===== config.mk =====
export PLATFORM = sky130hd
export DESIGN_NAME = sd_cmd_resp_rx
export DESIGN_NICKNAME = d
export VERILOG_FILES = /design/src/rtl/sd_cmd_resp_rx_pkg.sv /design/src/rtl/sd_cmd_resp_rx_crc7.sv /design/src/rtl/sd_cmd_resp_rx.sv
export SDC_FILE = /design/constraint.sdc
export NUM_CORES = 1
export LEC_CHECK = 0
export ABC_AREA = 1
export CORE_MARGIN = 2
export CORE_UTILIZATION = 40
export DETAILED_ROUTE_END_ITERATION = 8
export PLACE_DENSITY = 0.71
export SYNTH_ARGS = -nofsm -noshare
export SYNTH_HDL_FRONTEND = slang
export SYNTH_SLANG_ARGS = --single-unit

===== constraint.sdc =====
create_clock -name clk -period 2.84 [get_ports clk]
set_input_delay 0.568 -clock clk [delete_from_list [all_inputs] [get_ports clk]]
set_output_delay 0.568 -clock clk [all_outputs]
set_load 0.1 [all_outputs]

===== src/rtl/sd_cmd_resp_rx_pkg.sv =====
// Shared SD CMD-line definitions: frame lengths, CRC7 polynomial and receiver states.
// Common to the command sender and the response receiver.
package sd_cmd_resp_rx_pkg;

  localparam int unsigned SD_SHORT_LEN = 48;
  localparam int unsigned SD_LONG_LEN  = 136;
  localparam int unsigned SD_NCR_MAX   = 64;
  localparam int unsigned SD_CRC_LO    = 8;

  // x^7 + x^3 + 1, bit 7 is the implicit leading term
  localparam logic [7:0] SD_CRC7_POLY = 8'h89;

  typedef enum logic [2:0] {
    ST_IDLE,
    ST_WAIT,
    ST_RECV,
    ST_CHECK,
    ST_FIN
  } rx_state_t;

endpackage


===== src/rtl/sd_cmd_resp_rx_crc7.sv =====
// Serial CRC7 (x^7+x^3+1, init 0), one bit per enable; clear has priority.
module sd_crc7
  import sd_cmd_resp_rx_pkg::*;
(
  input  logic       clk,
  input  logic       rst_n,
  input  logic       clr,
  input  logic       en,
  input  logic       bit_in,
  output logic [6:0] crc
);

  logic fb;

  always_comb begin
    fb = crc[6] ^ bit_in;
  end

  always_ff @(posedge clk or negedge rst_n) begin
    if (!rst_n) begin
      crc <= '0;
    end else if (clr) begin
      crc <= '0;
    end else if (en) begin
      crc <= {crc[5:0], 1'b0} ^ ({7{fb}} & SD_CRC7_POLY[6:0]);
    end
  end

endmodule


===== src/rtl/sd_cmd_resp_rx.sv =====
// Host-side SD CMD response receiver: waits for the start bit, shifts in a 48/136-bit
// frame on SAMPLE_EN strobes, then checks CRC7, transmission bit and end bit.
module sd_cmd_resp_rx
  import sd_cmd_resp_rx_pkg::*;
#(
  parameter int unsigned NCR_MAX   = SD_NCR_MAX,
  parameter int unsigned SHORT_LEN = SD_SHORT_LEN,
  parameter int unsigned LONG_LEN  = SD_LONG_LEN
) (
  input  logic                clk,
  input  logic                rst_n,
  input  logic                sample_en,
  input  logic                start,
  input  logic                long_resp,
  input  logic                crc_check,
  input  logic                cmd_in,
  output logic                busy,
  output logic                done,
  output logic [LONG_LEN-1:0] resp,
  output logic                timeout,
  output logic                crc_err,
  output logic                frame_err
);

  localparam int unsigned WW = $clog2(NCR_MAX + 1);

  rx_state_t      state, state_nxt;
  logic           long_q, crc_chk_q;
  logic [WW-1:0]  wait_cnt;
  logic [7:0]     bit_cnt;
  logic [7:0]     last_bit, crc_hi, idx;
  logic           wait_last, crc_en, crc_clr;
  logic [6:0]     crc;

  // idx is the frame bit position (MSB = len-1) of the bit being sampled in RECV
  always_comb begin
    last_bit  = long_q ? 8'(LONG_LEN - 1) : 8'(SHORT_LEN - 1);
    crc_hi    = long_q ? 8'(LONG_LEN - 9) : 8'(SHORT_LEN - 1);
    idx       = last_bit - bit_cnt;
    wait_last = (wait_cnt == WW'(NCR_MAX - 1));
    crc_en    = (state == ST_RECV) && sample_en &&
                (idx <= crc_hi) && (idx >= 8'(SD_CRC_LO));
    crc_clr   = (state == ST_WAIT) && sample_en && !cmd_in;
  end

  sd_crc7 u_crc7 (
    .clk    (clk),
    .rst_n  (rst_n),
    .clr    (crc_clr),
    .en     (crc_en),
    .bit_in (cmd_in),
    .crc    (crc)
  );

  always_ff @(posedge clk or negedge rst_n) begin
    if (!rst_n) state <= ST_IDLE;
    else        state <= state_nxt;
  end

  always_comb begin
    state_nxt = state;
    case (state)
      ST_IDLE:  if (start) state_nxt = ST_WAIT;
      ST_WAIT: begin
        if (sample_en) begin
          if (!cmd_in)        state_nxt = ST_RECV;
          else if (wait_last) state_nxt = ST_FIN;
        end
      end
      ST_RECV:  if (sample_en && (bit_cnt == last_bit)) state_nxt = ST_CHECK;
      ST_CHECK: state_nxt = ST_FIN;
      ST_FIN:   state_nxt = ST_IDLE;
      default:  state_nxt = ST_IDLE;
    endcase
  end

  always_comb begin
    busy = (state == ST_WAIT) || (state == ST_RECV) || (state == ST_CHECK);
    done = (state == ST_FIN);
  end

  always_ff @(posedge clk or negedge rst_n) begin
    if (!rst_n) begin
      long_q    <= 1'b0;
      crc_chk_q <= 1'b0;
      wait_cnt  <= '0;
      bit_cnt   <= '0;
      resp      <= '0;
      timeout   <= 1'b0;
      crc_err   <= 1'b0;
      frame_err <= 1'b0;
    end else begin
      case (state)
        ST_IDLE: begin
          if (start) begin
            long_q    <= long_resp;
            crc_chk_q <= crc_check;
            wait_cnt  <= '0;
            bit_cnt   <= '0;
            resp      <= '0;
            timeout   <= 1'b0;
            crc_err   <= 1'b0;
            frame_err <= 1'b0;
          end
        end
        ST_WAIT: begin
          if (sample_en) begin
            wait_cnt <= wait_cnt + 1'b1;
            if (!cmd_in) begin
              bit_cnt <= 8'd1;
              resp    <= {resp[LONG_LEN-2:0], 1'b0};
            end else if (wait_last) begin
              timeout <= 1'b1;
            end
          end
        end
        ST_RECV: begin
          if (sample_en) begin
            resp <= {resp[LONG_LEN-2:0], cmd_in};
            if (bit_cnt != 8'hFF) bit_cnt <= bit_cnt + 8'd1;
          end
        end
        ST_CHECK: begin
          frame_err <= (long_q ? resp[LONG_LEN-2] : resp[SHORT_LEN-2]) | ~resp[0];
          crc_err   <= crc_chk_q & (crc != resp[7:1]);
        end
        default: ;
      endcase
    end
  end

endmodule


# ---- Word level (Yosys, flattened, before mapping)
# Index checks and enable logic that the tools add are counted.
dict set report totals {
  latchBits 0
  output_inout_bits 141
  ff_bits 166
  rom_bits 0
  memories 0
  mem_bits_rw 0
  word_cells 90
  input_bits 7
}
dict set report op_classes {
  mul 0
  eq_ne 17
  bitwise 5
  div_mod_pow 0
  n_addsub 3
  reduce_logical 21
  muxes 32
  shift 0
  n_lt_le_gt_ge 2
}
# cell n
set op_table {}
lappend op_table {{$mux 136} 4}
lappend op_table {{$pmux 136 s3} 1}
lappend op_table {{$mux 8} 6}
lappend op_table {{$mux 7} 5}
lappend op_table {{$pmux 8 s3} 1}
lappend op_table {{$mux 3} 5}
lappend op_table {{$ne 2x2->1 const B} 7}
lappend op_table {{$pmux 7 s2} 1}
lappend op_table {{$pmux 3 s4} 1}
lappend op_table {{$reduce_and 5->1} 2}
lappend op_table {{$add 8x1->8 const B} 1}
lappend op_table {{$eq 8x8->1} 1}
lappend op_table {{$ge 8x4->1 const B} 1}
lappend op_table {{$le 8x7->1} 1}
lappend op_table {{$ne 8x8->1 const B} 1}
lappend op_table {{$sub 8x8->8} 1}
lappend op_table {{$add 7x1->7 const B} 1}
lappend op_table {{$eq 7x6->1 const B} 1}
lappend op_table {{$ne 7x7->1} 1}
lappend op_table {{$xor 7x4->7} 1}
lappend op_table {{$eq 3x2->1 const B} 2}
lappend op_table {{$logic_and 1x1->1} 6}
lappend op_table {{$pmux 1 s2} 3}
lappend op_table {{$reduce_and 6->1} 1}
lappend op_table {{other kinds (17)} 25}

# ---- Logic depth before layout (Yosys ltp)
# Gate-level depths: netlist (run 1).
dict set report depth {
  ltp_word 7
  ltp_mapped 15
  mapped_depth_nobuf 14
}

# ---- Modules after synthesis
# From an unflattened synthesis (run 1), not the netlist that was laid out.
dict set report hier_totals {
  hier_cells 878
  hier_area_um2 7370.8
}
# mod seq_area_each_um2 n_inst area_each_um2 cells_each
set by_module_without_submodules {}
lappend by_module_without_submodules {sd_cmd_resp_rx 3978.8 1 7055.5 842}
lappend by_module_without_submodules {sd_crc7 175.2 1 315.3 36}

# ---- Least setup slack after synthesis (run 1)
# Ideal clock, no wire load.
dict set report synth_timing {
  path_type {register to output}
  start {reg state[0]}
  end {out busy}
  stages_incl_launch_ff 4
  required_ps 2272
  setup_slack_ps -459
  arrival_time_ps 2731
  n_path_buf 0
  cell_sequence {dfrtp_1 -> nor2_2 -> inv_2 -> o21ai_0}
}
dict set report synth_via {
  elab_chain_cells 3
  elab_cells_between_ends 5
  classes_between {eq/ne (3); reduce/logical (2)}
}
# item line_no
set synth_lines {}
lappend synth_lines {{from (decl)} sd_cmd_resp_rx.sv:27} ;# rx_state_t state, state_nxt;
lappend synth_lines {{from (signal assigned)} sd_cmd_resp_rx.sv:57} ;# else state <= state_nxt;
lappend synth_lines {{$eq 3x1->1 or $eq 3x2->1 (tied branches)} sd_cmd_resp_rx.sv:78} ;# busy = (state == ST_WAIT) || (state == ST_RECV) || (state == ST_CHECK);
lappend synth_lines {{$logic_or 1x1->1} sd_cmd_resp_rx.sv:78}
lappend synth_lines {{$logic_or 1x1->1 (*)} sd_cmd_resp_rx.sv:78}
lappend synth_lines {{to (decl)} sd_cmd_resp_rx.sv:17} ;# output logic busy,
# Mark *: on every way between the ends. The rest lies on a longest branch, timed or not.

# ---- Worst setup path after layout (run 1)
dict set report layout_timing {
  start {reg long_q}
  end {reg u_crc7.crc[4]}
}
dict set report layout_via {
  elab_chain_cells 6
  elab_cells_between_ends 8
  classes_between {add/sub (1); order compare (2); mux (2); reduce/logical (3)}
}
# item line_no
set layout_lines {}
lappend layout_lines {{from (decl)} sd_cmd_resp_rx.sv:28} ;# logic long_q, crc_chk_q;
lappend layout_lines {{from (signal assigned)} sd_cmd_resp_rx.sv:96} ;# long_q <= long_resp;
lappend layout_lines {{$mux 8} sd_cmd_resp_rx.sv:37} ;# last_bit = long_q ? 8'(LONG_LEN - 1) : 8'(SHORT_LEN - 1);
lappend layout_lines {{$sub 8x8->8} sd_cmd_resp_rx.sv:39} ;# idx = last_bit - bit_cnt;
lappend layout_lines {{$le 8x7->1} sd_cmd_resp_rx.sv:42} ;# (idx <= crc_hi) && (idx >= 8'(SD_CRC_LO));
lappend layout_lines {{$logic_and 1x1->1} sd_cmd_resp_rx.sv:41} ;# crc_en = (state == ST_RECV) && sample_en &&
lappend layout_lines {{$logic_and 1x1->1 (*)} sd_cmd_resp_rx.sv:42}
lappend layout_lines {{$reduce_bool 2->1 (no line) (*)} --}
lappend layout_lines {{to (signal assigned)} sd_cmd_resp_rx_crc7.sv:25} ;# crc <= {crc[5:0], 1'b0} ^ ({7{fb}} & SD_CRC7_POLY[6:0]);
lappend layout_lines {{to (decl)} sd_cmd_resp_rx_crc7.sv:10} ;# output logic [6:0] crc
# Marked as above.
# A chain may end at the register's enable or synchronous reset.

==> results of run 1 <==
[state kept, by name (all words and copies together) (netlist names)]
register    cells
resp          136
crc_chk_q       1
crc_err         1
u_crc7.crc      7
bit_cnt         8
state           3
frame_err       1
wait_cnt        7
long_q          1
timeout         1
[how the worst max path moves through the flow]
stage          startpoint  cells after the start  slack, ns            end
2_1_floorplan    state[0]                      3       0.29           busy
3_3_place_gp    sample_en                      9       0.44       resp[60]
3_5_place_dp    sample_en                      9       0.39       resp[28]
4_1_cts            long_q                     14       0.42  u_crc7.crc[4]
5_1_grt            long_q                     14       0.15  u_crc7.crc[4]
6_report           long_q                     14       0.41  u_crc7.crc[4]
[worst max-delay path: cells and delay by family (launching register included)]
family / cells / cell delay, ns
adder cells (fa/ha/maj): 2 / 0.60
AND/OR/NAND/NOR: 10 / 1.10
flip-flops: 1 / 0.38
AO/OA/AOI/OAI: 1 / 0.08
buffers and inverters: 1 / 0.16
[metal layers]
metal,up-vias,track usage
met3,15,0.0355
met4,0,0.0479
met2,137,0.252
met1,2781,0.250
met5,-,0
li1,3032,-
[power groups by stage]
stage	clock network (mW)	logic, mW	registers, mW
final	2.25	3.52	2.57
after global routing	2.41	3.89	2.58
after CTS	2.31	3.54	2.57
after detailed placement	0	3.53	2.62
after global placement	0	3.53	2.61
after floorplan	0	3.06	2.77
[cell usage in the layout (no fill, tap or decap), types with 2 or more instances in the layout]
cell / instances
nand2_1: 358
dfrtp_1: 166
buf_4: 147
o21ai_2: 69
o21ai_1: 65
inv_1: 34
nand3_1: 22
nor2_1: 19
o21ai_0: 18
clkbuf_16: 17
a21oi_1: 9
nand4_1: 9
buf_12: 9
xor2_1: 8
ha_1: 7
xnor2_1: 5
inv_8: 5
clkdlybuf4s50_1: 5
inv_2: 4
nor3_1: 4
inv_6: 4
nor2_2: 3
nand3_2: 3
or2_2: 3
nor2_4: 2
clkinv_8: 2
clkinvlp_4: 2
clkinv_4: 2
[layout make-up]
class / count / area, µm² / share of cell area
flip-flops and latches: 166 / 4150 / 0.436
multi-input cells: 609 / 3020 / 0.316
repair buffers: 162 / 1350 / 0.141
clock buffers: 17 / 425 / 0.0446
well taps: 234 / 293 / 0.0307
clock inverters: 15 / 156 / 0.0164
inverters: 38 / 143 / 0.0150
[logic make-up after synthesis]
logic type | Yosys count | synth area share
AND/OR/NAND/NOR | 427 | 0.224
AO/OA/AOI/OAI | 162 | 0.140
buffers and inverters | 84 | 0.0701
XOR/XNOR | 13 | 0.0148
adder cells (fa/ha/maj) | 7 | 0.0114
flip-flops | 166 | 0.540
==> impl_metrics.json, run 1 <==
{
  "status": "finished clean",
  "fin_crit_sh": 0.855,
  "grt_pass1_wl_mm": 27.7,
  "numPortBuffers": 147,
  "routed_wl_mm": 16.8,
  "synth_seq_cells": 166,
  "syn_nets": 873,
  "finalNonFillerCells": 1241,
  "nets": 1008,
  "die_h_um": 143,
  "io-pin-count": 148,
  "r2r_end": "u_crc7.crc[4]",
  "ys_types": 27,
  "placed_area_um2": 8950,
  "ys_seq_area_frac": 0.540,
  "avgSynthCellArea_um2": 8.96,
  "p_seq_frac": 0.308,
  "crit_fanout": 10,
  "worstSetupEndpointType": "flip-flop",
  "dp_worst_setup_slack_ns": 0.394,
  "grt_max_degree": 64,
  "fin_util": 0.508,
  "grt_pass1_vias": 5340,
  "cts_tree": "done",
  "cp_slowest_cell": "dfrtp_1",
  "cts_setup_buffers": 0,
  "critPathRequiredTime_ns": 3.14,
  "drive_gt1_frac": 0.274,
  "num_antenna_cells": 0,
  "synth-edff-count": 0,
  "grtUsageTotal": 0.169,
  "finClkSkew_ns": 0.00844,
  "row_count": 50,
  "grt_antenna_before_repair": 0,
  "postCtsHoldBufs": 0,
  "post-route-cell-area_um2": 9530,
  "async_flop_share": 1.00,
  "clk_pin_slew_worst_paths_ns": 0.07,
  "switchingPower_mw": 3.83,
  "crit_type": "reg2reg",
  "comb_power_share": 0.422,
  "setup.worst_path.start_class": "flip-flop",
  "coreArea_um2": 18800,
  "p_leak_nw": 4.56,
  "fmax_mhz": 412,
  "postLayoutSetupSlackWorst_ns": 0.411,
  "place_congestion": 0.814,
  "fillers": 1710,
  "r2r_slack_ns": 0.41,
  "drtAntennaViolNets": 0,
  "dr_wl_met3_um": 757,
  "syn_to_final_growth_pct": 23.9,
  "grt_overflow": 0,
  "fin_setup_tns_ns": 0,
  "top_layer": "met4",
  "maxSlewViolCount": 0,
  "die_x_um": 143,
  "cp_cell_sequence": "inv_1 -> ha_1 -> nand3_1 -> nand2_1 -> nand2_1 -> nand2_1 -> ha_1 -> nand2_1 -> nor3_1 -> nand3b_1 -> nand2_1 -> nand3_2 -> nand2_1 -> o21ai_0",
  "firstDrtPassIters": 5,
  "vias": 5965,
  "fin_crit_ns": 2.43,
  "synth_common_cells": "358 x nand2_1, 166 x dfrtp_1, 69 x o21ai_2",
  "cts_made_buffers": 17,
  "synth.most_common_cell": "nand2_1",
  "timing.slew.headroom": 0.670,
  "cpMostUsedCell": "nand2_1",
  "hp-class": "in2async",
  "synth_top_area_share": 0.540,
  "hpwlAfterDp_mm": 11.7,
  "setup_viol": 0,
  "dieArea_um2": 20400,
  "htreeDepth": 4,
  "totalPowerFinal_mw": 8.34,
  "drc_errors": 0,
  "r2r-start": "long_q",
  "drt-met1-wl_mm": 8.24,
  "power.internal_mw": 4.51,
  "finalHoldViolCount": 0,
  "p_sw_frac": 0.459,
  "yosys.area.top_type": "dfrtp_1",
  "post_drt_via_cell_ratio": 4.81,
  "tightest_slew_ns": 0.495,
  "drt-wirelength-per-cell_um": 13.5,
  "clockBufferDepth": 2,
  "yosys-top-cells-area": "dfrtp_1 54%, nand2_1 17%, o21ai_2 7.9%",
  "drt-initial-drc-count": 403,
  "rsz0062_at_grt": "no",
  "start_util": 0.410,
  "met2_length_mm": 7.60,
  "reg2regPathDepth": 14,
  "clock_power_share": 0.270,
  "ir_worst_vdd_uv": 1420,
  "slowest_delay_ns": 0.38,
  "max_cap_viol_count": 0,
  "yosys_warnings": 0,
  "worst_hold_slack_ns": 0.0822,
  "power.density_nw_per_um2": 875,
  "clk_latency_ns": 0.42,
  "cts-root-buf": "clkbuf_16",
  "ctsResizeCount": 0,
  "synth_cells": 859,
  "dp.cells": 1209,
  "clock_sinks": 166,
  "synth_area_um2": 7690,
  "critPathArrivalTime_ns": 2.73,
  "synthFlopType": "dfrtp_1"
}
No activity file was read; power rests on OpenSTA's default activity.
==> run 2: changes to the inputs <==
--- a/config.mk
+++ b/config.mk
@@ -6,9 +6,11 @@
 export NUM_CORES = 1
 export LEC_CHECK = 0
 export ABC_AREA = 1
+export CAP_MARGIN = 5
 export CORE_MARGIN = 2
 export CORE_UTILIZATION = 40
 export DETAILED_ROUTE_END_ITERATION = 8
+export GPL_TIMING_DRIVEN = 0
 export PLACE_DENSITY = 0.71
 export SYNTH_ARGS = -nofsm -noshare
 export SYNTH_HDL_FRONTEND = slang
==> run 2 against run 1 <==
Power is 10% higher. Fmax is 10% lower. Worst setup slack worse by 0.28 ns. Clock power is 7% higher. Combinational power is 20% higher. Sequential share of layout area is 2.6 points lower. Die area stayed put. Final area is 6.5% higher. Cell count is 2.6% higher. Largest power group unchanged. Highest routed layer unchanged.
==> impl_metrics.json, run 2 (same netlist as run 1, synthesis figures left out) <==
{
  "fin_setup_tns_ns": 0,
  "die_x_um": 143,
  "final_common_cell": "nand2_1",
  "r2r_end": "u_crc7.crc[3]",
  "top_regs": "resp x136, bit_cnt x8",
  "timing.slew.headroom": 0.298,
  "fin_crit_sh": 0.953,
  "setup_viol": 0,
  "drt-wirelength-per-cell_um": 14.4,
  "maxSlewViolCount": 0,
  "grtUsageTotal": 0.188,
  "r2r-start": "long_q",
  "htreeDepth": 4,
  "reg2regPathDepth": 15,
  "post-route-cell-area_um2": 10100,
  "grt_max_degree": 97,
  "crit_type": "reg2out",
  "hpwlAfterDp_mm": 13.0,
  "grt_overflow": 0,
  "routed_wl_mm": 18.3,
  "ctsResizeCount": 1,
  "fin_util": 0.541,
  "clk_pin_slew_worst_paths_ns": 0.07,
  "critPathArrivalTime_ns": 2.14,
  "layout_common_cells": "357 x nand2_1, 166 x dfrtp_1, 144 x clkdlybuf4s50_1",
  "critPathRequiredTime_ns": 2.27,
  "firstDrtPassIters": 5,
  "coreArea_um2": 18800,
  "placed_area_um2": 9500,
  "tightest_slew_ns": 1.05,
  "worstSetupEndpointType": "primary output",
  "row_count": 50,
  "drive_gt1_frac": 0.159,
  "drc_errors": 0,
  "nets": 1040,
  "r2r_slack_ns": 0.33,
  "fin_crit_ns": 2.71,
  "largest_reg_flops": 136,
  "finalHoldViolCount": 0,
  "setup.worst_path.start_class": "flip-flop",
  "hp-class": "in2async",
  "io-pin-count": 148,
  "postCtsHoldBufs": 0,
  "fmax_mhz": 370,
  "status": "finished clean",
  "max_cap_viol_count": 0,
  "p_leak_nw": 4.45,
  "rsz0062_at_grt": "no",
  "grt_antenna_before_repair": 0,
  "place_congestion": 0.829,
  "ir_worst_vdd_uv": 820,
  "dieArea_um2": 20400,
  "drt-initial-drc-count": 404,
  "numPortBuffers": 147,
  "largest-register": "resp",
  "cts_tree": "done",
  "grt_pass1_vias": 5853,
  "finClkSkew_ns": 0.0102,
  "start_util": 0.410,
  "clk_latency_ns": 0.43,
  "crit_fanout": 5,
  "totalPowerFinal_mw": 9.20,
  "vias": 6297,
  "syn_to_final_growth_pct": 31.9,
  "fillers": 1686,
  "drtAntennaViolNets": 0,
  "power.density_nw_per_um2": 906,
  "die_h_um": 143,
  "post_drt_via_cell_ratio": 4.95,
  "clockBufferDepth": 2,
  "clock_sinks": 166,
  "num_antenna_cells": 0,
  "cts_setup_buffers": 0,
  "cts-root-buf": "clkbuf_16",
  "grt_pass1_wl_mm": 30.4,
  "cts_made_buffers": 17
}
-- run 2: cell count changes in the layout (fill, tap and decap cells not counted), moves of 3 or more --
cell / change
buf_12: -9
inv_6: -3
clkbuf_1: +4
buf_4: -141
clkinv_8: +4
buf_2: +10
clkdlybuf4s50_1: +139
buf_6: +24
-- run 2: worst max-delay path by stage --
stage | startpoint | endpoint | cells after the start
2_1_floorplan | state[0] | busy | 3
3_3_place_gp | rst_n | resp[126] | 1
3_5_place_dp | long_q | u_crc7.crc[2] | 15
4_1_cts | state[0] | done | 2
5_1_grt | state[0] | busy | 4
6_report | state[0] | busy | 4
-- run 2: area by class of cell --
class                   instances  area, µm²  share of cell area
multi-input cells             609       3020               0.298
inverters                      38        143              0.0141
clock inverters                15        209              0.0206
clock buffers                  17        425              0.0419
flip-flops and latches        166       4150               0.409
well taps                     234        293              0.0289
plain buffers                  46        397              0.0391
repair buffers                148       1510               0.148
-- run 2: critical path, stage by stage, from the launching register on --
cell and delay, ns:
dfrtp_1 0.44, nor2_2 0.20, inv_2 0.07, o21ai_1 0.12, dlygate4sd2_1 0.88
-- run 2: per-stage QoR --
| step | hold slack, ns | setup slack, ns | std cells |
|---|---|---|---|
| global placement | 0.464 | -5.77 | 1240 |
| finish | 0.0919 | 0.134 | 1273 |
| global route | 0.124 | 0.0177 | 1273 |
| CTS | 0.107 | 0.0175 | 1273 |
| detailed placement | 0.469 | 0.197 | 1241 |
| floorplan | 0.272 | 0.289 | 859 |
-- run 2: power breakdown --
group          internal, mW  switching, mW
clock network          1.29           1.11
logic                  1.26           2.96
registers              2.47          0.103
total                  5.02           4.18
-- run 2: metal layers --
metal | part of all wire | vias up | GRT usage
li1 | - | 3108 | -
met1 | 0.47 | 3039 | 0.264
met2 | 0.48 | 138 | 0.299
met3 | 0.046 | 12 | 0.0396
met4 | 0.0070 | 0 | 0.0448
met5 | 0 | - | 0
==> run 3: changes to the inputs <==
--- a/config.mk
+++ b/config.mk
@@ -10,8 +10,9 @@
 export CORE_MARGIN = 2
 export CORE_UTILIZATION = 40
 export DETAILED_ROUTE_END_ITERATION = 8
-export GPL_TIMING_DRIVEN = 0
-export PLACE_DENSITY = 0.71
+export DONT_BUFFER_PORTS = 1
+export HOLD_SLACK_MARGIN = 0.15
+export PLACE_DENSITY = 0.61
 export SYNTH_ARGS = -nofsm -noshare
 export SYNTH_HDL_FRONTEND = slang
 export SYNTH_SLANG_ARGS = --single-unit
==> run 3 against run 2 <==
The flow now finishes with violations (negative hold slack). Routed wire length down 13%. Global-route usage down 2.5 points. Via count down 13%. Critical endpoint is now u_crc7.crc[5]. Largest cell class unchanged. Largest power group unchanged.
==> impl_metrics.json, run 3 (same netlist as run 1, synthesis figures left out) <==
{
  "status": "complete, but fails checks",
  "failed_checks": "negative hold slack",
  "setup.worst_path.start_class": "flip-flop",
  "tightest_slew_ns": 0.993,
  "vias": 5469,
  "worst_hold_slack_ns": -0.173,
  "fin_setup_tns_ns": 0,
  "num_antenna_cells": 0,
  "crit_start": "long_q",
  "r2r_end": "u_crc7.crc[5]",
  "critPathRequiredTime_ns": 3.13,
  "hp-class": "in2async",
  "die_x_um": 143,
  "drive_gt1_frac": 0.166,
  "final_common_cell": "nand2_1",
  "row_count": 50,
  "place_congestion": 0.783,
  "largest_reg_flops": 136,
  "drt-initial-drc-count": 291,
  "rsz0062_at_grt": "no",
  "clock_sinks": 166,
  "power.internal_mw": 4.44,
  "power.density_nw_per_um2": 969,
  "r2r-start": "long_q",
  "grt_antenna_before_repair": 0,
  "io-pin-count": 148,
  "dp_worst_setup_slack_ns": 0.380,
  "fin_crit_sh": 0.881,
  "post_drt_via_cell_ratio": 4.96,
  "largest-register": "resp",
  "coreArea_um2": 18800,
  "max_cap_viol_count": 0,
  "start_util": 0.410,
  "reg2regPathDepth": 14,
  "switchingPower_mw": 3.75,
  "totalPowerFinal_mw": 8.19,
  "grt_pass1_wl_mm": 26.5,
  "cts_tree": "done",
  "setup_viol": 0,
  "drt-wirelength-per-cell_um": 14.5,
  "routed_wl_mm": 16.0,
  "numPortBuffers": 0,
  "clk_latency_ns": 0.43,
  "nets": 870,
  "drc_errors": 0,
  "worstSetupEndpointType": "flip-flop",
  "p_seq_frac": 0.330,
  "grt_pass1_vias": 4934,
  "drtAntennaViolNets": 0,
  "cts_made_buffers": 17,
  "htreeDepth": 4,
  "r2r_slack_ns": 0.34,
  "clk_pin_slew_worst_paths_ns": 0.07,
  "clockBufferDepth": 2,
  "endpoint": "u_crc7.crc[5]",
  "cts-root-buf": "clkbuf_16",
  "comb_power_share": 0.397,
  "finClkSkew_ns": 0.0153,
  "ir_worst_vdd_uv": 1240,
  "p_sw_frac": 0.458,
  "fillers": 1815,
  "p_leak_nw": 3.81,
  "die_h_um": 143,
  "fin_crit_ns": 2.50,
  "grtUsageTotal": 0.163,
  "postLayoutSetupSlackWorst_ns": 0.338,
  "layout_common_cells": "358 x nand2_1, 166 x dfrtp_1, 70 x o21ai_2",
  "finalHoldViolCount": 166,
  "critPathArrivalTime_ns": 2.80,
  "timing.slew.headroom": 0.338,
  "firstDrtPassIters": 4,
  "fmax_mhz": 400,
  "syn_to_final_growth_pct": 9.85,
  "grt_overflow": 0,
  "clock_power_share": 0.273,
  "maxSlewViolCount": 0,
  "dieArea_um2": 20400,
  "crit_fanout": 10,
  "top_regs": "resp x136, bit_cnt x8",
  "hpwlAfterDp_mm": 10.6,
  "crit_type": "reg2reg",
  "grt_max_degree": 167
}
==> run 3: worst min path at each step <==
| stage | to | from | cells past startpoint | slack [ns] |
|---|---|---|---|---|
| 3_5_place_dp | resp[67] | rst_n | 0 | 0.28 |
| 6_report | resp[67] | rst_n | 0 | -0.17 |
| 4_1_cts | resp[67] | rst_n | 0 | -0.19 |
| 3_3_place_gp | resp[67] | rst_n | 0 | 0.28 |
| 5_1_grt | resp[67] | rst_n | 0 | -0.20 |
| 2_1_floorplan | bit_cnt[0] | rst_n | 0 | 0.27 |
==> run 3: area by class of cell <==
type / count / area [µm²] / area share
clock buffer: 18 / 439 / 0.0520
clock inverter: 14 / 131 / 0.0155
inverter: 38 / 143 / 0.0169
multi-input combinational: 609 / 3030 / 0.358
sequential: 166 / 4150 / 0.491
tap: 234 / 293 / 0.0346
timing repair buffer: 24 / 268 / 0.0317
==> run 3: power by group through the flow <==
stage | logic, mW | registers (mW) | clock network, mW
3_3_place_gp | 3.29 | 2.75 | 0
5_1_grt | 3.63 | 2.73 | 2.41
2_1_floorplan | 3.06 | 2.77 | 0
4_1_cts | 3.30 | 2.71 | 2.31
6_report | 3.25 | 2.71 | 2.24
3_5_place_dp | 3.29 | 2.76 | 0
==> run 3: per-layer routing <==
| layer | share of wire | vias up | global-route usage |
|---|---|---|---|
| li1 | - | 2760 | - |
| met1 | 0.46 | 2582 | 0.218 |
| met2 | 0.45 | 111 | 0.246 |
| met3 | 0.070 | 16 | 0.0560 |
| met4 | 0.015 | 0 | 0.0568 |
| met5 | 0 | - | 0 |
==> run 3: critical path, cell delays in order (launching register included) <==
cell and delay (ns):
dfrtp_1 0.48, inv_1 0.15, ha_1 0.36, nand3_1 0.12, nand2_1 0.06, nand2_1 0.07, nand2_1 0.06, ha_1 0.28
nand2_1 0.05, nor3_1 0.13, nand3b_1 0.09, nand2_1 0.15, nand3_2 0.19, nand2_1 0.09, o21ai_0 0.08
==> run 3: stage by stage <==
| stage | cells | util | cell area (µm²) |
|---|---|---|---|
| 5_1_grt | 1103 | 0.450 | 8450 |
| 3_5_place_dp | 1071 | 0.420 | 7880 |
| 6_report | 1103 | 0.450 | 8450 |
| 3_3_place_gp | 1071 | 0.420 | 7880 |
| 4_1_cts | 1103 | 0.450 | 8450 |
| 2_1_floorplan | 859 | - | 7700 |
==> run 3: timing repair <==
action,in CTS,in global routing
buffers inserted,0,0
hold endpoints to repair,166,166
resized for setup,0,0
